<file path="src/rtl/keypad_matrix_scanner.sv">
// Row-scanning keypad controller: drives one-cold rows, samples active-low columns,
// debounces whole-frame results and reports single-key press/release and multi-key frames.
module keypad_matrix_scanner #(
  parameter int ROWS     = 4,
  parameter int COLS     = 4,
  parameter int SETTLE   = 2,
  parameter int DEBOUNCE = 3,
  parameter int CODE_W   = 4
) (
  input  logic              clk_div,
  input  logic              reset,
  input  logic [COLS-1:0]   keypad_col,
  output logic [ROWS-1:0]   keypad_row,
  output logic [CODE_W-1:0] key_code,
  output logic              key_valid,
  output logic              key_press,
  output logic              key_release,
  output logic              multi_key
);

  localparam int RW = (ROWS > 1) ? $clog2(ROWS) : 1;
  localparam int DW = (SETTLE > 0) ? $clog2(SETTLE + 1) : 1;
  localparam int SW = (DEBOUNCE > 0) ? $clog2(DEBOUNCE + 1) : 1;

  typedef enum logic [1:0] {
    CAND_NONE  = 2'd0,
    CAND_KEY   = 2'd1,
    CAND_MULTI = 2'd2
  } cand_e;

  typedef enum logic {
    ACC_NONE = 1'b0,
    ACC_KEY  = 1'b1
  } acc_e;

  logic [DW-1:0]     dwell_q, dwell_d;
  logic [RW-1:0]     row_idx_q, row_idx_d;
  logic [ROWS-1:0]   row_drv_q, row_drv_d;
  logic [1:0]        cnt_q, cnt_d;
  logic [CODE_W-1:0] first_q, first_d;
  cand_e             prev_kind_q, prev_kind_d;
  logic [CODE_W-1:0] prev_code_q, prev_code_d;
  logic [SW-1:0]     stab_q, stab_d;
  logic              eval_q, eval_d;
  acc_e              acc_q, acc_d;
  logic [CODE_W-1:0] acc_code_q, acc_code_d;
  logic [CODE_W-1:0] code_q, code_d;
  logic              valid_q, valid_d;
  logic              press_q, press_d;
  logic              release_q, release_d;
  logic              multi_q, multi_d;

  logic              sample_s;
  logic              frame_end_s;
  logic [1:0]        frame_cnt_s;
  logic [CODE_W-1:0] frame_code_s;
  cand_e             cand_s;
  logic              same_s;
  logic              differs_s;
  logic              take_s;

  function automatic logic [CODE_W-1:0] key_index(input logic [RW-1:0] row, input int col);
    key_index = CODE_W'(int'(row) * COLS + col);
  endfunction

  assign sample_s    = (dwell_q == DW'(SETTLE));
  assign frame_end_s = sample_s && (row_idx_q == RW'(ROWS - 1));

  // Fold the current row's sample into the running frame totals (count saturates at 2)
  always_comb begin
    frame_cnt_s  = cnt_q;
    frame_code_s = first_q;
    for (int c = 0; c < COLS; c++) begin
      frame_code_s = (sample_s && !keypad_col[c] && (frame_cnt_s == 2'd0)) ?
                     key_index(row_idx_q, c) : frame_code_s;
      frame_cnt_s  = (sample_s && !keypad_col[c] && (frame_cnt_s != 2'd2)) ?
                     frame_cnt_s + 2'd1 : frame_cnt_s;
    end
  end

  always_comb begin
    case (frame_cnt_s)
      2'd0:    cand_s = CAND_NONE;
      2'd1:    cand_s = CAND_KEY;
      default: cand_s = CAND_MULTI;
    endcase
  end

  // Row dwell timing and one-cold rotation; accumulators restart with each new frame
  always_comb begin
    dwell_d   = dwell_q;
    row_idx_d = row_idx_q;
    row_drv_d = row_drv_q;
    cnt_d     = cnt_q;
    first_d   = first_q;
    if (sample_s) begin
      dwell_d   = '0;
      row_drv_d = {row_drv_q[ROWS-2:0], row_drv_q[ROWS-1]};
      if (frame_end_s) begin
        row_idx_d = '0;
        cnt_d     = 2'd0;
        first_d   = '0;
      end else begin
        row_idx_d = row_idx_q + RW'(1);
        cnt_d     = frame_cnt_s;
        first_d   = frame_code_s;
      end
    end else begin
      dwell_d = dwell_q + DW'(1);
    end
  end

  assign same_s = (cand_s == prev_kind_q) &&
                  ((cand_s != CAND_KEY) || (frame_code_s == prev_code_q));

  // Frame-end stability tracking; a MULTI frame poisons the previous candidate
  always_comb begin
    prev_kind_d = prev_kind_q;
    prev_code_d = prev_code_q;
    stab_d      = stab_q;
    eval_d      = 1'b0;
    multi_d     = multi_q;
    if (frame_end_s) begin
      if (cand_s == CAND_MULTI) begin
        prev_kind_d = CAND_MULTI;
        stab_d      = '0;
        multi_d     = 1'b1;
      end else begin
        prev_kind_d = cand_s;
        prev_code_d = frame_code_s;
        multi_d     = 1'b0;
        eval_d      = 1'b1;
        if (!same_s) begin
          stab_d = SW'(1);
        end else if (stab_q != SW'(DEBOUNCE)) begin
          stab_d = stab_q + SW'(1);
        end else begin
          stab_d = stab_q;
        end
      end
    end else begin
      eval_d = 1'b0;
    end
  end

  always_comb begin
    case (prev_kind_q)
      CAND_NONE: differs_s = (acc_q == ACC_KEY);
      CAND_KEY:  differs_s = (acc_q == ACC_NONE) || (acc_code_q != prev_code_q);
      default:   differs_s = 1'b0;
    endcase
  end

  // Acceptance is decided the cycle after a frame end, from the registered candidate
  assign take_s = eval_q && (stab_q == SW'(DEBOUNCE)) && differs_s;

  // Accepted-state FSM and output next-state
  always_comb begin
    acc_d      = acc_q;
    acc_code_d = acc_code_q;
    code_d     = code_q;
    valid_d    = valid_q;
    press_d    = 1'b0;
    release_d  = 1'b0;
    case (acc_q)
      ACC_NONE: begin
        if (take_s) begin
          acc_d      = ACC_KEY;
          acc_code_d = prev_code_q;
          code_d     = prev_code_q;
          valid_d    = 1'b1;
          press_d    = 1'b1;
        end else begin
          acc_d = ACC_NONE;
        end
      end
      ACC_KEY: begin
        if (take_s && (prev_kind_q == CAND_NONE)) begin
          acc_d     = ACC_NONE;
          valid_d   = 1'b0;
          release_d = 1'b1;
        end else if (take_s) begin
          acc_code_d = prev_code_q;
          code_d     = prev_code_q;
          press_d    = 1'b1;
        end else begin
          acc_d = ACC_KEY;
        end
      end
      default: begin
        acc_d   = ACC_NONE;
        valid_d = 1'b0;
      end
    endcase
  end

  // State and output registers
  always_ff @(posedge clk_div or negedge reset) begin
    if (!reset) begin
      dwell_q     <= '0;
      row_idx_q   <= '0;
      row_drv_q   <= {{(ROWS-1){1'b1}}, 1'b0};
      cnt_q       <= 2'd0;
      first_q     <= '0;
      prev_kind_q <= CAND_NONE;
      prev_code_q <= '0;
      stab_q      <= '0;
      eval_q      <= 1'b0;
      acc_q       <= ACC_NONE;
      acc_code_q  <= '0;
      code_q      <= '0;
      valid_q     <= 1'b0;
      press_q     <= 1'b0;
      release_q   <= 1'b0;
      multi_q     <= 1'b0;
    end else begin
      dwell_q     <= dwell_d;
      row_idx_q   <= row_idx_d;
      row_drv_q   <= row_drv_d;
      cnt_q       <= cnt_d;
      first_q     <= first_d;
      prev_kind_q <= prev_kind_d;
      prev_code_q <= prev_code_d;
      stab_q      <= stab_d;
      eval_q      <= eval_d;
      acc_q       <= acc_d;
      acc_code_q  <= acc_code_d;
      code_q      <= code_d;
      valid_q     <= valid_d;
      press_q     <= press_d;
      release_q   <= release_d;
      multi_q     <= multi_d;
    end
  end

  assign keypad_row  = row_drv_q;
  assign key_code    = code_q;
  assign key_valid   = valid_q;
  assign key_press   = press_q;
  assign key_release = release_q;
  assign multi_key   = multi_q;

endmodule
</file>
<file path="config.mk">
export PLATFORM = sky130hd
export DESIGN_NAME = keypad_matrix_scanner
export DESIGN_NICKNAME = d
export VERILOG_FILES = /design/src/rtl/keypad_matrix_scanner.sv
export SDC_FILE = /design/constraint.sdc
export NUM_CORES = 1
export LEC_CHECK = 0
export ABC_AREA = 1
export CORE_ASPECT_RATIO = 1.1
export CORE_MARGIN = 5
export CORE_UTILIZATION = 53
export DETAILED_ROUTE_END_ITERATION = 7
export PLACE_DENSITY = 0.86
export SKIP_CTS_REPAIR_TIMING = 1
export SYNTH_ARGS = -nofsm -noshare
export SYNTH_HDL_FRONTEND = slang
export SYNTH_SLANG_ARGS = --single-unit
</file>
<file path="constraint.sdc">
create_clock -name clk_div -period 3.9 [get_ports clk_div]
set_input_delay 0.39 -clock clk_div [delete_from_list [all_inputs] [get_ports clk_div]]
set_output_delay 0.39 -clock clk_div [all_outputs]
set_load 0.005 [all_outputs]
</file>
[Word level (Yosys, flattened, before mapping)]
Cells that the tools add are included.
Storage, ports and cells
  flip-flop bits (word level): 36
  bits of input ports: 6
  output and inout port bits: 12
  logic and storage cells: 116
Cells by class
  add/sub/neg operators: 10
  eq/ne operators: 19
  mux-type cells: 37
  bitwise logic cells: 2
  reductions and logical operators: 32
Operators by type and width (count)
  $mux W4: 9
  $mux W2: 11
  $logic_and A1 B1 Y1: 17
  $pmux W4 S2: 2
  $add A2 B1 Y2 const B: 7
  $ne A2 B2 Y1 const B: 7
  $logic_not A2 Y1: 6
  $mux W1: 10
  $add A4 B2 Y4 const B: 2
  $eq A2 B2 Y1 const B: 4
  $pmux W1 S2: 4
  $reduce_and A2 Y1: 3
  $add A4 B1 Y4 const B: 1
  $eq A2 B1 Y1 const B: 2
  $eq A4 B4 Y1: 1
  $logic_not A1 Y1: 4
  $ne A2 B1 Y1 const B: 2
  $ne A4 B4 Y1: 1
  $pmux W2 S2: 1
  $ne A3 B1 Y1 const B: 1
  $eq A2 B2 Y1: 1
  $logic_or A1 B1 Y1: 2
  $not A1 Y1: 2

[Depth between registers and ports, before layout]
Gate-level depths: netlist (run 1).
  word-level depth: 20
  mapped depth: 26

[Worst setup path after synthesis (run 1)]
No wires, ideal clock.
  kind: register to register
  from: register cnt_q[0]
  to: register stab_q[1]
  arrival: 2.705 ns
  required time: 3.782 ns
  slack: 1.077 ns
  stages on the path, launching flop included: 25
  buffers on the path: 0
  period minus slack after synthesis: 2.823 ns
  cell sequence: dfrtp_1 inv_1 ha_1 inv_1 nand3_4 nand2_2 nand2_1 a21oi_2 nand2_4 nand2_2 inv_1 ha_1 nor3_2 inv_1 or2_1 nand2_2 nor2_2 nand2_1 nor2_1 nand2_1 nand2_2 nand3_2 nand2_2 nand2_1 nand2_1
On the way
  cells in the longest elaborated chain, start to end: 19
  elaborated cells on any way between the ends: 41
RTL lines
  start: declaration: line 39  | logic [1:0] cnt_q, cnt_d;
  start signal: assignment: line 220  | cnt_q <= cnt_d;
  branches (longest 19 deep; another with $add A2 B1 Y2)
  end signal: assignment: line 224  | stab_q <= stab_d;
  end: declaration: line 43  | logic [SW-1:0] stab_q, stab_d;
Several ways; the timed one is not identified.
A chain may end at the register's enable or synchronous reset.

[Worst setup path in the final report (run 1)]
  from: register cnt_q[0]
  to: register stab_q[0]
The elaborated chain is that of the path after synthesis.

==> run_results.csv, run 1 <==
group,metric,value,unit
status,status,"finished, final reports clean",
routing,antenna_left,0,
setup_path,start_kind,"register",
sta,post-route-min-period,3.14,ns
clock_network,numCtsBuffers,5,
routing,drt_pass1_iterations,5,
power_and_ir_drop,power,0.790,mW
grt,grt_pass1_vias,1602,
yosys,yosysMostFrequentCell,"nand2_1",
yosys,synth.top_cells.by_area,"dfrtp_1 (40%), nand2_1 (11%), inv_1 (6.8%)",
routing,viasPerCell,5.32,
power_and_ir_drop,peakVddDrop,0.269,mV
layout,fillers,293,
routing,drtIter0Drc,65,
job,maxCapViolCount,0,
power_and_ir_drop,power.density,373,nW/um^2
placement,port_buffers,17,
yosys,ys.flop_type,"dfrtp_1",
layout,antenna_cells,0,
placement,place_inst,289,
floorplan,io_pins,18,
placement,dp_hpwl,2.64,mm
layout,drive_gt1_share,16.1,%
sta,min_period_over_period,80.4,%
yosys,synth_common_cells,"nand2_1 (54), inv_1 (33), dfrtp_1 (29), nand3_1 (14), nor2_1 (13)",
grt,antenna_found_initial,0,
routing,routed_wl,3.63,mm
floorplan,die_area,4720,sq um
grt,grt_usage,17.3,%
yosys,syn_nets,235,
floorplan,start_util,54.8,%
setup_path,worst_ep_arrival_time,3.37,ns
placement,gp_congestion,0.807,
layout,fin_util,63.7,%
hold_path,worstHoldPathType,"in2async",
grt,grt_pass1_wl,6.53,mm
layout,multi_input_area,872,sq um
sta,rsz0062_at_grt,"false",
layout,final_area,2120,sq um
power_and_ir_drop,cellLeakagePower,1.05,nW
grt,grt_max_degree,33,
sta,slew_headroom,65.3,%
yosys,yosysWarnings,0,
clock_network,htreeDepth,2,
yosys,synth_top_area_cell,"dfrtp_1",
floorplan,die_w,66.0,um
layout,regArea,805,sq um
yosys,ys_async_sr_fraction,100,%
sta,setup_viol,0,
yosys,ys_ff_latch,32,
setup_path,end_kind,"register",
setup_path,max_stage_delay,0.38,ns
yosys,synth_cell_types,28,
routing,routedWlPerCell,12.2,um
yosys,seq_area_frac_synth,44.1,%
routing,via_count,1580,
yosys,avgSynthCellArea,8.19,sq um
grt,grt_overflow,0,
sta,fmax,0.319,GHz
sta,finalHoldViolCount,0,
sta,tightest_slew,0.519,ns
setup_path,critPathSlowestCell,"dfrtp_1",
sta,slew_violations,0,
clock_network,cts_root_buffer,"clkbuf_4",
clock_network,clk_path_buf_depth,2,
sta,fin_setup_tns,0,ns
layout,final_cells,297,
yosys,synth_edf_count,0,
yosys,synth_area,1830,sq um
floorplan,rows,22,
clock_network,clkSinkCount,32,
sta,fin_skew,0.00706,ns
sta,finalWorstSetupSlack,0.763,ns
floorplan,die_height,71.6,um
clock_network,clk_pin_slew,0.10,ns
layout,syn_to_final_growth,16.2,%
floorplan,core_area,3330,sq um
setup_path,cp_common_cell,"nand2_1",
routing,drc_errors,0,
clock_network,insertion_delay,0.34,ns
yosys,synth.top_cell.area_share,39.8,%
setup_path,crit_type,"reg2reg",
placement,dp_slack,0.613,ns
setup_path,path_max_fanout,10,
sta,whs,0.449,ns
setup_path,cp.required,4.13,ns
yosys,synth_cells,223,
layout,nets,260,
placement,postPlaceCellArea,2060,sq um
setup_path,crit_family,"simple AND/OR/NAND/NOR gates",
setup_path,critPathBufInv,5,
clock_network,cts_tree,"yes",
==> power breakdown <==
group	switching [mW]	internal [mW]	leakage [nW]	total, mW
sequential	0.0348	0.381	0.416	0.415
clock	0.115	0.0857	0.0380	0.200
combinational	0.100	0.0743	0.595	0.174
==> metal layers <==
layer  GRT usage (%)  routed length [um]  vias to the layer above
met3            4.23                 156                       11
met2            27.8                1780                       44
met1            21.2                1590                      756
li1                -                   -                      769
met5               0                   0                        -
met4            9.48                  97                        0
==> registers in the layout, summed over array words and instances, names as in the netlist, 2 cells and up <==
name / cells
prev_code_q: 4
cnt_q: 2
stab_q: 2
dwell_q: 2
acc_code_q: 4
first_q: 4
prev_kind_q: 2
row_idx_q: 2
keypad_row: 4
==> worst paths after layout <==
check | start | end | slack (ns) | depth (start not counted)
setup / recovery | cnt_q[0]$_DFFE_PN0N_ | stab_q[0]$_DFFE_PN0P_ | 0.76 | 26
hold / removal | reset | row_idx_q[0]$_DFFE_PN0N_ | 0.45 | 2
setup reg to reg | cnt_q[0]$_DFFE_PN0N_ | stab_q[0]$_DFFE_PN0P_ | 0.76 | 26
hold reg to reg | dwell_q[1]$_DFF_PN0_ | dwell_q[1]$_DFF_PN0_ | 0.47 | 1
max in group asynchronous | reset | keypad_row[1]$_DFFE_PN1N_ | 3.13 | 2
min in group clk_div | dwell_q[1]$_DFF_PN0_ | dwell_q[1]$_DFF_PN0_ | 0.47 | 1
==> final cells by class <==
class,count,share of cell area [%]
clock buffer,6,2.42
clock inverter,2,0.472
inverter,36,6.49
multi-input combinational,154,41.1
sequential,32,37.9
tap,48,2.83
timing repair buffer,19,8.73
==> kinds of logic (layout without fill, tap and decap cells) <==
| logic type | Yosys count | count (layout) | share of synthesized area (%) |
|---|---|---|---|
| AO/OA/AOI/OAI | 31 | 31 | 9.73 |
| adder cells (fa/ha/maj) | 6 | 6 | 4.11 |
| buffers and inverters | 37 | 63 | 8.16 |
| flip-flops | 32 | 32 | 44.1 |
| AND/OR/NAND/NOR | 117 | 117 | 33.9 |
==> layout by cell type (no fill, tap or decap) <==
cell             instances
nor2_8                   2
buf_4                    2
clkdlybuf4s50_1         17
dfstp_2                  3
nand2_4                  1
a21oi_2                  1
nor3_2                   1
nand3_1                 14
nand3_4                  2
clkinv_2                 2
o21a_1                   4
o22ai_1                  2
nand2_2                  9
inv_1                   33
clkbuf_8                 1
a211oi_1                 1
a21oi_1                  9
nand3_2                  4
or2_1                    2
nor3_1                   1
ha_1                     6
clkbuf_4                 5
inv_2                    2
nor2_1                  13
inv_4                    1
o21ai_1                  3
dfrtp_1                 29
nand2_1                 54
nand4_1                 10
o21ai_0                 10
a221oi_1                 1
nor2_2                   4
Note: power is estimated with default switching activity, not from simulation.
==> run 2, diff against run 1 <==
==> constraint.sdc (replaced) <==
create_clock -name clk_div -period 2.9 [get_ports clk_div]
set_input_delay 0.29 -clock clk_div [delete_from_list [all_inputs] [get_ports clk_div]]
set_output_delay 0.29 -clock clk_div [all_outputs]
set_load 0.005 [all_outputs]
==> run 2 against run 1 <==
Clock power up 37%. Non-clock buffer count grew 17. Critical path depth down 1. Register-to-register slack worse by 0.70 ns. Highest routed layer unchanged.
==> run_results.csv, run 2 (synthesis gave the netlist of run 1 again) <==
group,metric,value,unit
status,status,"finished, final reports clean",
setup_path,r2r_start,"cnt_q[0]$_DFFE_PN0N_",
grt,grt_pass1_wl,6.47,mm
clock_network,clk_pin_slew,0.10,ns
routing,drtIter0Drc,85,
hold_path,worstHoldPathType,"in2async",
floorplan,start_util,54.8,%
setup_path,reg2regPathDepth,25,
layout,drive_gt1_share,29.6,%
clock_network,clk_path_buf_depth,2,
placement,place_inst,297,
layout,layout_common_cells,"nand2_1 (45), inv_1 (28), dfrtp_1 (28), clkdlybuf4s50_1 (17), buf_4 (17)",
power_and_ir_drop,peakVddDrop,0.345,mV
clock_network,cts_root_buffer,"clkbuf_4",
sta,min_period_over_period,97.7,%
power_and_ir_drop,power.density,441,nW/um^2
floorplan,core_area,3330,sq um
layout,antenna_cells,0,
grt,grt_overflow,0,
placement,gp_congestion,0.855,
routing,antenna_left,0,
routing,routed_wl,4.16,mm
placement,dp_hpwl,2.67,mm
grt,grt_pass1_vias,1489,
routing,routedWlPerCell,13.2,um
sta,tightest_slew,0.479,ns
sta,slew_headroom,68.0,%
layout,syn_to_final_growth,31.9,%
floorplan,die_height,71.6,um
clock_network,cts_tree,"yes",
sta,fin_setup_tns,0,ns
grt,antenna_found_initial,0,
setup_path,crit_type,"reg2reg",
setup_path,end_kind,"register",
sta,slew_violations,0,
layout,final_area,2410,sq um
setup_path,start_kind,"register",
clock_network,insertion_delay,0.34,ns
routing,drt_pass1_iterations,4,
setup_path,path_max_fanout,5,
clock_network,clkSinkCount,32,
setup_path,rrSetupSlack,0.07,ns
sta,finalHoldViolCount,0,
floorplan,die_w,66.0,um
layout,final_cells,315,
setup_path,cp.required,3.14,ns
power_and_ir_drop,cellLeakagePower,1.15,nW
clock_network,numCtsBuffers,5,
clock_network,htreeDepth,2,
routing,viasPerCell,5.15,
floorplan,rows,22,
sta,setup_viol,0,
floorplan,die_area,4720,sq um
job,maxCapViolCount,0,
layout,nets,278,
sta,post-route-min-period,2.83,ns
grt,grt_usage,17.7,%
layout,final_common_cell,"nand2_1",
routing,drc_errors,0,
sta,rsz0062_at_grt,"true",
setup_path,worst_ep_arrival_time,3.07,ns
placement,postPlaceCellArea,2130,sq um
setup_path,timing.rr.end,"stab_q[1]$_DFFE_PN0P_",
floorplan,io_pins,18,
grt,grt_max_degree,33,
routing,via_count,1623,
sta,fin_skew,0.0116,ns
placement,port_buffers,17,
sta,fmax,0.353,GHz
==> run 2: layer usage <==
layer | global-route usage (%) | vias to the layer above | share of wire [%]
li1 | - | 809 | -
met1 | 21.3 | 756 | 40
met2 | 29.0 | 47 | 52
met3 | 5.33 | 11 | 4.9
met4 | 8.13 | 0 | 2.7
met5 | 0 | - | 0
==> run 2: stage by stage <==
| stage | worst slack, ns | utilization, % | hold WS [ns] | total power [mW] |
|---|---|---|---|---|
| after floorplan | 0.0766 | - | -0.00559 | 0.714 |
| after global placement | -0.0103 | 64.0 | 0.453 | 0.789 |
| after detailed placement | -0.113 | 64.0 | 0.461 | 0.798 |
| after CTS | -0.0811 | 65.9 | 0.335 | 1.08 |
| after global routing | -0.127 | 72.3 | 0.352 | 1.15 |
| final | 0.0659 | 72.3 | 0.339 | 1.06 |
==> run 2: where the power goes <==
| part | internal (mW) | leakage, nW | switching, mW | total, mW |
|---|---|---|---|---|
| sequential | 0.512 | 0.415 | 0.0472 | 0.559 |
| combinational | 0.101 | 0.701 | 0.129 | 0.230 |
| clock | 0.119 | 0.0315 | 0.155 | 0.274 |
==> run 2: worst max-delay path by stage <==
stage / slack [ns] / to / from
2_1_floorplan: 0.08 / stab_q[1]$_DFFE_PN0P_ / cnt_q[0]$_DFFE_PN0N_
3_3_place_gp: -0.01 / stab_q[1]$_DFFE_PN0P_ / keypad_col[0]
3_5_place_dp: -0.11 / stab_q[1]$_DFFE_PN0P_ / keypad_col[0]
4_1_cts: -0.08 / stab_q[1]$_DFFE_PN0P_ / cnt_q[0]$_DFFE_PN0N_
5_1_grt: -0.13 / stab_q[0]$_DFFE_PN0P_ / cnt_q[0]$_DFFE_PN0N_
6_report: 0.07 / stab_q[1]$_DFFE_PN0P_ / cnt_q[0]$_DFFE_PN0N_
==> run 2: worst max-delay path, cell delays in order (launching register included) <==
cell and delay [ns]:
dfrtp_1 0.41, inv_2 0.14, ha_4 0.16, inv_4 0.05, nand3_4 0.11, nand2_1 0.08, nand2_1 0.13, nand3_2 0.11
nand2_2 0.07, nand2_2 0.06, nand2_2 0.06, inv_1 0.10, ha_4 0.18, nor3_4 0.13, inv_2 0.06, or2_1 0.25
nand2_2 0.11, nor2_2 0.04, nand2_1 0.06, nor2_1 0.04, nand2_1 0.08, nand2_2 0.06, nand3_2 0.08, nand2_2 0.06
nand2_1 0.05, nand2_1 0.05
==> run 2: final cells by class <==
class | instances | area [sq um]
clock buffers | 7 | 55.1
clock inverters | 1 | 7.51
fillers | 245 | 923
inverters | 36 | 140
multi-input cells | 155 | 996
flip-flops and latches | 32 | 806
well taps | 48 | 60.1
repair buffers | 36 | 343
==> run 3, diff against run 2 <==
--- a/config.mk
+++ b/config.mk
@@ -15,3 +15,4 @@
 export SYNTH_ARGS = -nofsm -noshare
 export SYNTH_HDL_FRONTEND = slang
 export SYNTH_SLANG_ARGS = --single-unit
+export TNS_END_PERCENT = 100
==> constraint.sdc (replaced) <==
create_clock -name clk_div -period 3.65 [get_ports clk_div]
set_input_delay 0.365 -clock clk_div [delete_from_list [all_inputs] [get_ports clk_div]]
set_output_delay 0.365 -clock clk_div [all_outputs]
set_load 0.005 [all_outputs]
==> run 3 against run 2 <==
Non-clock buffer count shrank 17. Sequential power shrank 21%. Die area is the same. Total power shrank 21%. Wire length shrank 17%. Critical path depth shrank 1. Critical path type unchanged.
==> run_results.csv, run 3 (synthesis gave the netlist of run 1 again) <==
group,metric,value,unit
layout,fillers,288,
floorplan,core_area,3330,sq um
setup_path,crit_family,"simple AND/OR/NAND/NOR gates",
setup_path,reg2regPathDepth,24,
sta,tightest_slew,0.498,ns
clock_network,cts_root_buffer,"clkbuf_4",
setup_path,max_stage_delay,0.37,ns
routing,drc_errors,0,
sta,fin_skew,0.0157,ns
clock_network,clk_pin_slew,0.10,ns
sta,slew_headroom,66.7,%
floorplan,rows,22,
hold_path,worstHoldPathType,"in2async",
sta,finalHoldViolCount,0,
layout,drive_gt1_share,15.3,%
routing,via_count,1491,
layout,fin_util,63.6,%
grt,grt_pass1_wl,6.39,mm
power_and_ir_drop,p_clk_share,25.0,%
power_and_ir_drop,cellLeakagePower,1.04,nW
sta,rsz0062_at_grt,"false",
setup_path,crit_path_cell_trace,"inv_1 -> ha_1 -> inv_1 -> nand3_4 -> nand2_2 -> nand2_1 -> a21oi_2 -> nand2_4 -> nand2_2 -> inv_1 -> ha_1 -> nor3_2 -> inv_1 -> or2_1 -> nand2_2 -> nor2_2 -> nand2_1 -> nor2_1 -> nand2_1 -> nand2_2 -> nand3_2 -> nand2_2 -> nand2_1 -> nand2_1",
power_and_ir_drop,switchingPower,0.253,mW
routing,routedWlPerCell,11.6,um
floorplan,die_area,4720,sq um
sta,fin_setup_tns,0,ns
routing,antenna_left,0,
power_and_ir_drop,seq_power_share,53.0,%
floorplan,die_w,66.0,um
routing,drtIter0Drc,65,
setup_path,path_max_fanout,10,
clock_network,numCtsBuffers,5,
sta,setup_viol,0,
power_and_ir_drop,swShare,30.3,%
placement,gp_congestion,0.829,
power_and_ir_drop,p_int,0.581,mW
layout,syn_to_final_growth,16.0,%
setup_path,crit_type,"reg2reg",
setup_path,start_kind,"register",
sta,min_period_over_period,84.3,%
clock_network,clkSinkCount,32,
floorplan,io_pins,18,
grt,grt_overflow,0,
grt,antenna_found_initial,0,
power_and_ir_drop,power_frac_comb,22.0,%
sta,post-route-min-period,3.08,ns
job,maxCapViolCount,0,
status,status,"finished, final reports clean",
grt,grt_usage,17.1,%
power_and_ir_drop,peakVddDrop,0.267,mV
setup_path,worst_ep_arrival_time,3.30,ns
routing,routed_wl,3.45,mm
placement,port_buffers,17,
grt,grt_max_degree,33,
clock_network,cts_tree,"yes",
setup_path,end_kind,"register",
placement,dp_hpwl,2.55,mm
setup_path,timing.rr.end,"stab_q[1]$_DFFE_PN0P_",
power_and_ir_drop,power.density,394,nW/um^2
setup_path,critPathSlowestCell,"dfrtp_1",
layout,final_common_cell,"nand2_1",
setup_path,cp.required,3.87,ns
setup_path,r2r_start,"cnt_q[0]$_DFFE_PN0N_",
clock_network,htreeDepth,2,
floorplan,die_height,71.6,um
sta,slew_violations,0,
clock_network,insertion_delay,0.34,ns
setup_path,rrSetupSlack,0.57,ns
layout,antenna_cells,0,
routing,drt_pass1_iterations,4,
setup_path,critPathBufInv,4,
grt,grt_pass1_vias,1540,
routing,viasPerCell,5.02,
layout,layout_common_cells,"nand2_1 (54), inv_1 (33), dfrtp_1 (29), clkdlybuf4s50_1 (17), nand3_1 (14)",
floorplan,start_util,54.8,%
sta,fmax,0.325,GHz
layout,nets,260,
clock_network,clk_path_buf_depth,2,
-- run 3: changes by cell type in the layout (fill, tap and decap cells not counted), sizes merged --
cell      previous run  this run
buf                 18         2
nor2                20        19
clkinvlp             1         0
-- run 3: worst max path at each step --
stage | cells past startpoint | slack (ns) | to | start
after floorplan | 24 | 0.83 | stab_q[1]$_DFFE_PN0P_ | cnt_q[0]$_DFFE_PN0N_
after global placement | 25 | 0.53 | stab_q[1]$_DFFE_PN0P_ | keypad_col[0]
after detailed placement | 23 | 0.44 | stab_q[1]$_DFFE_PN0P_ | keypad_col[0]
after CTS | 24 | 0.55 | stab_q[1]$_DFFE_PN0P_ | cnt_q[0]$_DFFE_PN0N_
after global routing | 22 | 0.22 | stab_q[1]$_DFFE_PN0P_ | cnt_q[0]$_DFFE_PN0N_
final | 24 | 0.57 | stab_q[1]$_DFFE_PN0P_ | cnt_q[0]$_DFFE_PN0N_
-- run 3: cell type report --
cell class,count,area [sq um],share of cell area (%)
Inverter,36,138,6.50
Tap cell,48,60.1,2.84
Sequential cell,32,805,38.0
Timing Repair Buffer,19,185,8.74
Clock buffer,8,58.8,2.78
Multi-Input combinational cell,154,872,41.2
-- run 3: through the flow --
step	cell area (sq um)	hold slack (ns)	total power [mW]	instances	setup slack, ns
2_1_floorplan	1830	0.0694	0.567	223	0.827
3_3_place_gp	2060	0.454	0.629	289	0.532
3_5_place_dp	2060	0.469	0.630	289	0.436
4_1_cts	2120	0.430	0.842	297	0.551
5_1_grt	2120	0.444	0.901	297	0.223
6_report	2120	0.418	0.834	297	0.574
-- run 3: power groups by stage --
stage	sequential, mW	clock, mW	combinational, mW
after global routing	0.451	0.235	0.215
after floorplan	0.442	0	0.125
after CTS	0.442	0.215	0.185
final	0.442	0.208	0.183
after global placement	0.447	0	0.182
after detailed placement	0.448	0	0.183
-- run 3: layer usage --
metal | routed length [um] | part of all wire, % | vias up | track usage [%]
li1 | - | - | 771 | -
met1 | 1600 | 46 | 676 | 21.2
met2 | 1620 | 47 | 31 | 28.2
met3 | 127 | 3.7 | 13 | 3.92
met4 | 101 | 2.9 | 0 | 7.90
met5 | 0 | 0 | - | 0
